===== src/rtl/gen_palabras_sec_if.sv =====
// Word-pair stimulus bus: start/mode/ready in, words, valid, index and done out.
interface gen_palabras_sec_if #(
    parameter int N     = 4,
    parameter int IDX_W = 4
);
    logic             iniciar;
    logic             modo;
    logic             listo;
    logic [N-1:0]     palabraA;
    logic [N-1:0]     palabraB;
    logic             valido;
    logic [IDX_W-1:0] indice;
    logic             terminado;

    modport master (
        input  iniciar, modo, listo,
        output palabraA, palabraB, valido, indice, terminado
    );

    modport slave (
        output iniciar, modo, listo,
        input  palabraA, palabraB, valido, indice, terminado
    );
endinterface


===== src/rtl/gen_palabras_sec.sv =====
// Clocked word-pair sequencer (directed or 16-bit LFSR) with valid/ready handshake.
// Define GEN_PALABRAS_FIRMA_EN to add the XOR signature output `firma`.
module gen_palabras_sec #(
    parameter int          N         = 4,
    parameter int          NUM_CASOS = 10,
    parameter int          ESPERA    = 0,
    parameter logic [15:0] SEMILLA   = 16'hACE1
) (
    input  logic               clk,
    input  logic               rst_n,
`ifdef GEN_PALABRAS_FIRMA_EN
    output logic [N-1:0]       firma,
`endif
    gen_palabras_sec_if.master bus
);

    localparam int                IDX_W      = $clog2(NUM_CASOS + 1);
    localparam int                ESP_W      = (ESPERA > 0) ? $clog2(ESPERA + 1) : 1;
    localparam logic [15:0]       SEM_EF     = (SEMILLA == 16'h0) ? 16'hACE1 : SEMILLA;
    localparam logic [IDX_W-1:0]  ULTIMO     = IDX_W'(NUM_CASOS - 1);
    localparam logic [ESP_W-1:0]  CUENTA_INI = (ESPERA > 0) ? ESP_W'(ESPERA - 1) : '0;

    typedef enum logic [1:0] {REPOSO, EMITIR, PAUSA, FIN} estado_t;

    estado_t          r_estado, w_sig_estado;
    logic [N-1:0]     r_pal_a, w_sig_a;
    logic [N-1:0]     r_pal_b, w_sig_b;
    logic [IDX_W-1:0] r_indice, w_sig_indice, w_idx_inc;
    logic [15:0]      r_lfsr, w_sig_lfsr, w_lfsr_av;
    logic             r_modo, w_sig_modo;
    logic [ESP_W-1:0] r_cuenta, w_sig_cuenta;
    logic [N-1:0]     r_firma, w_sig_firma;

    function automatic logic [N-1:0] espejo(input logic [N-1:0] x);
        logic [N-1:0] r;
        for (int i = 0; i < N; i++) r[i] = x[N-1-i];
        return r;
    endfunction

    function automatic logic [15:0] lfsr_avanza(input logic [15:0] l);
        return {l[14:0], l[15] ^ l[13] ^ l[12] ^ l[10]};
    endfunction

    always_comb begin
        w_sig_estado = r_estado;
        w_sig_a      = r_pal_a;
        w_sig_b      = r_pal_b;
        w_sig_indice = r_indice;
        w_sig_lfsr   = r_lfsr;
        w_sig_modo   = r_modo;
        w_sig_cuenta = r_cuenta;
        w_sig_firma  = r_firma;
        w_lfsr_av    = lfsr_avanza(r_lfsr);
        w_idx_inc    = r_indice + 1'b1;

        case (r_estado)
            REPOSO, FIN: begin
                if (bus.iniciar) begin
                    w_sig_estado = EMITIR;
                    w_sig_modo   = bus.modo;
                    w_sig_indice = '0;
                    w_sig_firma  = '0;
                    // Pair 0 comes from the LFSR as it stands; it is never reseeded here.
                    if (bus.modo) begin
                        w_sig_a = r_lfsr[N-1:0];
                        w_sig_b = r_lfsr[2*N-1:N];
                    end else begin
                        w_sig_a = '0;
                        w_sig_b = '0;
                    end
                end
            end
            EMITIR: begin
                if (bus.listo) begin
                    w_sig_firma = r_firma ^ r_pal_a ^ r_pal_b;
                    if (r_modo) w_sig_lfsr = w_lfsr_av;
                    if (r_indice < ULTIMO) begin
                        w_sig_indice = w_idx_inc;
                        if (r_modo) begin
                            w_sig_a = w_lfsr_av[N-1:0];
                            w_sig_b = w_lfsr_av[2*N-1:N];
                        end else begin
                            w_sig_a = N'(w_idx_inc);
                            w_sig_b = espejo(N'(w_idx_inc));
                        end
                        if (ESPERA > 0) begin
                            w_sig_estado = PAUSA;
                            w_sig_cuenta = CUENTA_INI;
                        end
                    end else begin
                        w_sig_estado = FIN;
                    end
                end
            end
            PAUSA: begin
                if (r_cuenta == '0) w_sig_estado = EMITIR;
                else                w_sig_cuenta = r_cuenta - 1'b1;
            end
            default: w_sig_estado = REPOSO;
        endcase
    end

    always_ff @(posedge clk or negedge rst_n) begin
        if (!rst_n) begin
            r_estado <= REPOSO;
            r_pal_a  <= '0;
            r_pal_b  <= '0;
            r_indice <= '0;
            r_lfsr   <= SEM_EF;
            r_modo   <= 1'b0;
            r_cuenta <= '0;
            r_firma  <= '0;
        end else begin
            r_estado <= w_sig_estado;
            r_pal_a  <= w_sig_a;
            r_pal_b  <= w_sig_b;
            r_indice <= w_sig_indice;
            r_lfsr   <= w_sig_lfsr;
            r_modo   <= w_sig_modo;
            r_cuenta <= w_sig_cuenta;
            r_firma  <= w_sig_firma;
        end
    end

    // All outputs decode registered state only, so listo never reaches them combinationally.
    assign bus.palabraA  = r_pal_a;
    assign bus.palabraB  = r_pal_b;
    assign bus.indice    = r_indice;
    assign bus.valido    = (r_estado == EMITIR);
    assign bus.terminado = (r_estado == FIN);
`ifdef GEN_PALABRAS_FIRMA_EN
    assign firma = r_firma;
`endif

endmodule


===== src/flat_wrapper.sv =====
// flat-port wrapper written by rule: the top's interface ports become plain ports
module gen_palabras_sec_flat 
#(
    parameter int          N         = 4,
    parameter int          NUM_CASOS = 10,
    parameter int          ESPERA    = 0,
    parameter logic [15:0] SEMILLA   = 16'hACE1
)
  (clk, rst_n, bus_iniciar, bus_modo, bus_listo, bus_palabraA, bus_palabraB, bus_valido, bus_indice, bus_terminado);
  gen_palabras_sec_if #(.N(N), .IDX_W(4)) bus_i ();
  input  logic clk;
  input  logic rst_n;
  input wire logic [$bits(bus_i.iniciar)-1:0] bus_iniciar;
  input wire logic [$bits(bus_i.modo)-1:0] bus_modo;
  input wire logic [$bits(bus_i.listo)-1:0] bus_listo;
  output wire logic [$bits(bus_i.palabraA)-1:0] bus_palabraA;
  output wire logic [$bits(bus_i.palabraB)-1:0] bus_palabraB;
  output wire logic [$bits(bus_i.valido)-1:0] bus_valido;
  output wire logic [$bits(bus_i.indice)-1:0] bus_indice;
  output wire logic [$bits(bus_i.terminado)-1:0] bus_terminado;
  assign bus_i.iniciar = bus_iniciar;
  assign bus_i.modo = bus_modo;
  assign bus_i.listo = bus_listo;
  assign bus_palabraA = bus_i.palabraA;
  assign bus_palabraB = bus_i.palabraB;
  assign bus_valido = bus_i.valido;
  assign bus_indice = bus_i.indice;
  assign bus_terminado = bus_i.terminado;
  gen_palabras_sec #(.N(N), .NUM_CASOS(NUM_CASOS), .ESPERA(ESPERA), .SEMILLA(SEMILLA)) u_core (.clk(clk), .rst_n(rst_n), .bus(bus_i));
endmodule

===== config.mk =====
export PLATFORM = sky130hd
export DESIGN_NAME = gen_palabras_sec_flat
export DESIGN_NICKNAME = d
export VERILOG_FILES = /design/src/rtl/gen_palabras_sec_if.sv /design/src/rtl/gen_palabras_sec.sv /design/src/flat_wrapper.sv
export SDC_FILE = /design/constraint.sdc
export NUM_CORES = 1
export LEC_CHECK = 0
export ABC_AREA = 1
export CORE_MARGIN = 4
export CORE_UTILIZATION = 54
export CTS_BUF_LIST = sky130_fd_sc_hd__clkbuf_16
export CTS_CLUSTER_SIZE = 24
export DETAILED_ROUTE_END_ITERATION = 7
export PLACE_DENSITY_LB_ADDON = 0.05
export REMOVE_ABC_BUFFERS = 1
export SYNTH_ARGS = -nofsm -noshare
export SYNTH_HDL_FRONTEND = slang
export SYNTH_SLANG_ARGS = --single-unit

===== constraint.sdc =====
create_clock -name clk -period 1.6 [get_ports clk]
set_input_delay 0.32 -clock clk [delete_from_list [all_inputs] [get_ports clk]]
set_output_delay 0.32 -clock clk [all_outputs]
set_load 0.01 [all_outputs]

; Yosys cells after proc, flatten, opt, wreduce, memory -nomap -nowiden
; Index checks and enable logic that the tools add are counted.
[word_totals]
input_bits = 5
output_inout_bits = 14
elab_cells = 50
ff_bits = 32
[classes]
n_addsub = 2
order_cmp = 1
bitwise_logic = 3
reduce_logical = 7
n_eq_ne = 8
muxes = 22
[ops]
columns = op, n
row1 = 4-bit 2-to-1 mux, 13
row2 = 4-bit one-hot mux with 2 select lines, 3
row3 = 2-bit 2-to-1 mux, 4
row4 = 2-bit != test (second input constant), 4
row5 = 4-bit AND reduction, 2
row6 = 2-bit one-hot mux with 3 select lines, 1
row7 = 4-bit by 1-bit adder with 4-bit output (second input constant), 1
row8 = 2-bit == test (second input constant), 2
row9 = 4-bit < comparator (second input constant), 1
row10 = 3-bit AND reduction, 1
row11 = 1-bit bitwise XOR, 3
row12 = 2-bit by 1-bit == test with 1-bit output (second input constant), 1
row13 = 2-bit zero test, 1
row14 = 2-bit by 1-bit != test with 1-bit output (second input constant), 1
row15 = 2-bit AND reduction, 1
row16 = 2-bit nonzero test, 1
row17 = 2-bit OR reduction, 1
row18 = 1-bit 2-to-1 mux, 1
row19 = 1-bit subtractor (second input constant), 1

; Logic depth before layout (Yosys ltp)
; Gate-level depths: netlist of the first run.
[depth]
ltp_word = 7
depth_mapped = 10
ltp_nobuf = 9

; Worst setup path after synthesis of the first run
; OpenSTA, ideal clock, no wires.
[synth_timing]
path_kind = register -> register
from = reg u_core.r_estado[1]
to = reg u_core.r_pal_b[0] (netlist: u_core.bus.palabraB[0])
t_arrival_ns = 1.367
t_required_ns = 1.479
slack_ns = 0.111
stages_incl_launch_ff = 10
synth_period_minus_slack_ns = 1.489
setup_time_ns = 0.121
n_path_buf = 2
path_cell_list = dfrtp_1 > inv_1 > ha_1 > buf_6 > nor2_2 > nor2_2 > nand3_4 > buf_6 > nor2_2 > a21oi_1
[synth_via]
elab_cells_between_ends = 10
classes_between = eq/ne (5) / mux (1) / reduce/logical (4)
[synth_lines]
columns = element, line_no
row1 = "start, declared", gen_palabras_sec.sv:25  ; estado_t r_estado, w_sig_estado;
row2 = "start signal, assigned", gen_palabras_sec.sv:114  ; r_estado <= w_sig_estado;
row3 = 2-bit by 1-bit == test with 1-bit output (*), n/a
row4 = net bus_valido, flat_wrapper.sv:18  ; output wire logic [$bits(bus_i.valido)-1:0] bus_valido;
row5 = 2-bit by 1-bit != test with 1-bit output (no line) (tied with other cells), n/a
row6 = 4-bit AND reduction (no line), n/a
row7 = "end signal, assigned", gen_palabras_sec.sv:116  ; r_pal_b <= w_sig_b;
row8 = "end, declared", gen_palabras_sec.sv:27  ; logic [N-1:0] r_pal_b, w_sig_b;
; The timed path passes the listed nets; every way through them passes the cells marked *.
; A chain may end at the register's enable or synchronous reset.

; Worst setup path in the final report of the first run
[layout_timing]
from = reg u_core.r_indice[2] (netlist: u_core.bus.indice[2])
to = out bus_indice[2]
[layout_lines]
columns = element, line_no
row1 = "start, declared", gen_palabras_sec.sv:28  ; logic [IDX_W-1:0] r_indice, w_sig_indice, w_idx_inc;
row2 = "start signal, assigned", gen_palabras_sec.sv:117  ; r_indice <= w_sig_indice;
row3 = "end, declared", flat_wrapper.sv:19  ; output wire logic [$bits(bus_i.indice)-1:0] bus_indice;
; No word-level cell between the ends.

==> metrics, run 1 <==
routed length per instance=12.90 um; Worst path depth=1; crit path capture=bus_indice[2]; largest net degree at the start of global routing=32; RD Place Congestion=0.8279; max cap viols=0; crit end category=output port; Synth Area in Compound Gates=0.1250; Hold-fix buffers, CTS=0; Worst setup startpoint=u_core.bus.indice[2]; worst min path class=primary input to asynchronous set/reset pin; worst skew pair latency=270 ps; Mapped Cells=188; total grt overflow=0; Worst R2R End=u_core.bus.palabraB[3]; post-synthesis mux area share=0; most common cell after layout, fill and taps aside=nand2_1; Worst path max stage delay=560 ps; Distinct cells, synth=22; CP Max Fanout=5; Post-synth EDFFs=0; Max VDD drop=1.681 mV; element type at the critical path start=flip-flop; Pwr Density=2060 nW/um^2; Synth Flop Type=dfrtp_1; Synth Area per Inst=8.253 um^2; critical path data required time=1280 ps; final setup fails=0; RR Startpoint=u_core.r_estado[1]; fmax=639.9 MHz; critical path's slowest cell=clkdlybuf4s50_1; vias in the first global route=1150; Min Hold Slack=417.4 ps; Adder-Cell Fraction of Synth Area=0.03226; Final Hold Fails=0; die width=61.60 um; Slew HR=0.8367; n_diodes=0; starting density of the core=0.5626; Via density=5.181; initial antenna violation count=0; htree depth=2; area delta synth->final=26.94%; number of fill cells=221; share of layout cells above drive strength 1=0.1751; CP delay by family, top=buffers and inverters; drt drc=0; die area=3795 um^2; Arr. time, crit path=1240 ps; clk root buf=clkbuf_16; cells along the critical path=clkdlybuf4s50_1; row cnt=19; die height=61.60 um; most frequent cells in the layout=nand2_1 (60), inv_1 (27), dfrtp_1 (23), o21ai_0 (20), clkdlybuf4s50_1 (14); Seq/Total Area, Yosys=0.5065; Worst Setup Path Type=flip-flop to output port; Via Count=1285; 1st-iter DRT viols=56; global-route wire length before repair=4988 um; reg-to-reg slack, setup=90 ps; WP buf/inv=1; Total Power=0.004056 W; post-layout net count=225; period utilization=0.9768; Setup Skew=3.452 ps; Clk pin slew, worst setup/hold paths=50 ps; final setup TNS=0 ps; post-route ant nets=0; Max Slew Vio Count=0; Layout Utilization=0.7142; CTS sink cnt=31; CTS tree=done; largest family of logic cells by synthesized area=simple AND/OR/NAND/NOR gates; final worst path period need=1563 ps; Reg2Reg Depth=8; Worst Tran Pin Value=244.1 ps; leakage=0.9997 nW; Pre-antenna DRT Iters=4; CORE AREA=2758 um^2; Post-Synth Simple-Gate Area=0.2290; total wire length=3199 um; port buffer count=18; Syn. warnings=0; status=complete, no violations; All-Layer GR Usage=0.1859; flops & latches, synth=31; Inserted Clock Buffers=5; IO Count=19; ys async rst share=1.000; Clock Tree Buf Depth=2; XOR/XNOR Fraction of Synth Area=0.01129; post-detail-place hpwl=2216 um; Netlist Area Pre-Place=1551 um^2
-- layer usage --
| metal | track usage | vias up | routed length [um] |
|---|---|---|---|
| li1 | - | 647 | - |
| met1 | 0.2130 | 595 | 1320 |
| met4 | 0.06667 | 0 | 69 |
| met2 | 0.3169 | 33 | 1577 |
| met3 | 0.06918 | 10 | 231 |
| met5 | 0 | - | 0 |
-- what timing repair did --
item,in CTS,in global routing
gates cloned,0,1
pin swaps,1,0
setup endpoints to repair,6,26
resized for setup,2,11
hold endpoints to repair,0,0
buffers inserted,1,1
-- through the flow --
step	instances	cell area, um^2	worst slack (ps)
2_1_floorplan	183	1511	-190.0
3_3_place_gp	237	1780	-46.64
3_5_place_dp	237	1780	-50.42
4_1_cts	246	1923	3.119
5_1_grt	248	1969	-5.495
6_report	248	1969	37.18
-- Yosys cell counts, types with 3 or more instances --
master / number / area, um^2
nand3_1: 8 / 40.04
dfstp_2: 8 / 210.2
dfrtp_1: 23 / 575.6
nor2_2: 4 / 25.02
ha_1: 4 / 50.05
inv_1: 27 / 101.4
o21ai_0: 21 / 105.1
a21oi_1: 7 / 35.03
nor2_1: 6 / 22.52
nand2_1: 60 / 225.2
o21ai_2: 3 / 26.28
-- sequential cells by signal, summed over array words and instances (netlist names) --
| name | flops |
|---|---|
| u_core.bus.indice | 4 |
| u_core.bus.palabraA | 4 |
| u_core.bus.palabraB | 4 |
| u_core.r_estado | 2 |
| u_core.r_lfsr | 16 |
| u_core.r_modo | 1 |
-- where the power goes --
part           leakage [nW]  switching [W]  internal, W
sequential            0.378       0.000218      0.00114
clock                0.0762       0.000306     0.000559
combinational         0.546        0.00106     0.000768
-- logic make-up after synthesis --
kind of cell             after synthesis
adder cells (fa/ha/maj)                4
AO/OA/AOI/OAI                         35
flip-flops                            31
XOR/XNOR                               2
AND/OR/NAND/NOR                       82
buffers and inverters                 34
-- area by class of cell --
| type | count | area [um^2] | share of cell area |
|---|---|---|---|
| Timing Repair Buffer | 25 | 251.5 | 0.1277 |
| Clock buffer | 5 | 125.1 | 0.06353 |
| Inverter | 29 | 111.4 | 0.05654 |
| Sequential cell | 31 | 785.8 | 0.3990 |
| Clock inverter | 3 | 12.51 | 0.006353 |
| Multi-Input combinational cell | 124 | 644.4 | 0.3272 |
| Tap cell | 31 | 38.79 | 0.01970 |
-- worst min-delay path by stage --
stage | end | cells past startpoint | start | slack, ps
2_1_floorplan | u_core.bus.indice[0] | 0 | rst_n | 20
3_3_place_gp | u_core.r_lfsr[9] | 2 | u_core.r_lfsr[8] | 460
3_5_place_dp | u_core.r_lfsr[8] | 2 | u_core.r_lfsr[8] | 470
4_1_cts | u_core.r_estado[0] | 2 | rst_n | 420
5_1_grt | u_core.r_estado[0] | 2 | rst_n | 420
6_report | u_core.bus.indice[1] | 2 | rst_n | 420
(Power assumes the default switching activity.)
==> run 2, diff against run 1 <==
Settings changed: CORE_UTILIZATION 54 to 65, DONT_BUFFER_PORTS from default to 1, PLACE_DENSITY from default to 0.81, PLACE_DENSITY_LB_ADDON 0.05 to default.
Clock period 1.6 ns to 2 ns, I/O delays scaled along.
==> run 2 against run 1 <==
  * Clock power shrank 3.9%
  * Worst hold slack lost 120 ps
  * Via count shrank 1.9%
  * Sequential power shrank 15%
  * Cell count shrank 10%
  * Largest cell class unchanged
==> metrics, run 2 (synthesized netlist as in run 1, its figures left out) <==
Clock Tree Buf Depth=2 (unchanged); Pre-antenna DRT Iters=5 (+1); final setup TNS=0 ps (unchanged); post-CTS setup buffers=0 (-1); die width=56.86 um (-7.7%); post-layout net count=203 (-9.8%); most frequent cells in the layout=nand2_1 (60), inv_1 (29), dfrtp_1 (23), o21ai_0 (21); fmax=557.3 MHz; htree depth=2 (unchanged); critical path data required time=2170 ps (+890 ps); Total Power=0.003097 W (-24%); Largest Register=u_core.r_lfsr; global-route wire length before repair=5823 um (+17%); worst skew pair latency=280 ps (about the same); final setup fails=0 (unchanged); Min Hold Slack=298.1 ps (-119.3 ps); Slew HR=0.7992 (-0.03745); Max Slew Vio Count=0 (unchanged); row cnt=17 (-2); starting density of the core=0.6947 (+0.1321); initial antenna violation count=0 (unchanged); n_diodes=0 (unchanged); RSZ-0062 raised after global routing=no; routed length per instance=15.09 um (+17%); most common cell after layout, fill and taps aside=nand2_1; CP Max Fanout=15 (+10); post-detail-place hpwl=2252 um (+1.6%); clk root buf=clkbuf_16; die area=3232 um^2 (-15%); Arr. time, crit path=1970 ps (+730 ps); CORE AREA=2233 um^2 (-19%); crit end category=flip-flop; status=complete, no violations; leakage=0.8869 nW (-11%); 1st-iter DRT viols=81 (+45%); Worst setup startpoint=u_core.r_estado[0]; All-Layer GR Usage=0.2425 (+0.05662); vias in the first global route=1232 (+7.1%); drt drc=0 (unchanged); max reg flops=16 (unchanged); CTS sink cnt=31 (unchanged); total wire length=3365 um (+5.2%); Worst Min Path Start=bus_modo; Worst Setup Path Type=flip-flop to flip-flop; element type at the critical path start=flip-flop; post-route ant nets=0 (unchanged); port buffer count=0 (-18); total grt overflow=0 (unchanged); final worst path period need=1794 ps; Max VDD drop=1.467 mV (-13%); die height=56.86 um (-7.7%); CTS tree=done; Pwr Density=1766 nW/um^2 (-14%); Via density=5.655 (+9.1%); Final Hold Fails=0 (unchanged); Setup Skew=3.692 ps (+0.2401 ps); Inserted Clock Buffers=5 (unchanged); period utilization=0.8972; Worst Tran Pin Value=300.9 ps (+56.75 ps); max cap viols=0 (unchanged); IO Count=19 (unchanged); worst min path class=primary input to flip-flop; Via Count=1261 (-1.9%); largest net degree at the start of global routing=32 (unchanged); RR Startpoint=u_core.r_estado[0]; share of layout cells above drive strength 1=0.1436 (-0.03153); RD Place Congestion=0.8930 (+7.9%); area delta synth->final=13.06%; Clk pin slew, worst setup/hold paths=50 ps (about the same)
## run 2: cell count changes in the layout (fill, tap and decap cells not counted), moves of 2 or more
cell,before,now
inv_1,27,29
dlygate4sd2_1,2,0
clkdlybuf4s50_1,14,0
nand3_2,2,0
buf_4,5,2
dlymetal6s2s_1,2,0
## run 2: critical path, cell delays in order (launching register included)
cell and delay, ps:
dfrtp_1 410, ha_1 300, inv_1 170, nor2_1 90, nor2_2 130, nand3_4 210
inv_2 200, nand3_1 80, o21ai_0 100
## run 2: cell type report
class | count | area [um^2]
Sequential cell | 31 | 785.8
Multi-Input combinational cell | 123 | 616.8
Fill cell | 154 | 479.2
Clock buffer | 5 | 125.1
Inverter | 29 | 108.9
Timing Repair Buffer | 4 | 45.04
Clock inverter | 3 | 37.54
Tap cell | 28 | 35.03
## run 2: path summary, 6_finish.rpt
path / to / slack (ps) / cells after the start
min in group asynchronous: u_core.r_estado[0] / 590 / 2
setup / recovery: u_core.bus.indice[0] / 210 / 8
hold reg to reg: u_core.r_lfsr[15] / 480 / 2
hold / removal: u_core.r_modo / 300 / 2
setup reg to reg: u_core.bus.indice[0] / 210 / 8
max in group asynchronous: u_core.r_lfsr[13] / 1170 / 2
## run 2: metrics by stage
step                        util  std cells  setup slack (ps)  instance area (um^2)
after floorplan                -        183             210.0                  1511
after global placement    0.6992        213             362.0                  1562
after detailed placement  0.6992        213             262.1                  1562
after CTS                 0.7854        223             198.7                  1754
after global routing      0.7854        223             45.98                  1754
final                     0.7854        223             205.5                  1754
## run 2: metal layers
layer / track usage / vias to the layer above / part of all wire
li1: - / 603 / -
met1: 0.2901 / 591 / 0.39
met2: 0.3696 / 58 / 0.51
met3: 0.09425 / 9 / 0.080
met4: 0.1391 / 0 / 0.025
met5: 0 / - / 0
## run 2: power by group
part	switching, W	internal (W)
registers	0.000237	0.000914
logic	0.000733	0.000382
clock network	0.000255	0.000577
total	0.00122	0.00187
## run 2: repair_timing
action                    in CTS  in global routing
hold buffers                   2                  0
gates resized for setup        0                  0
hold endpoints to repair      31                  0
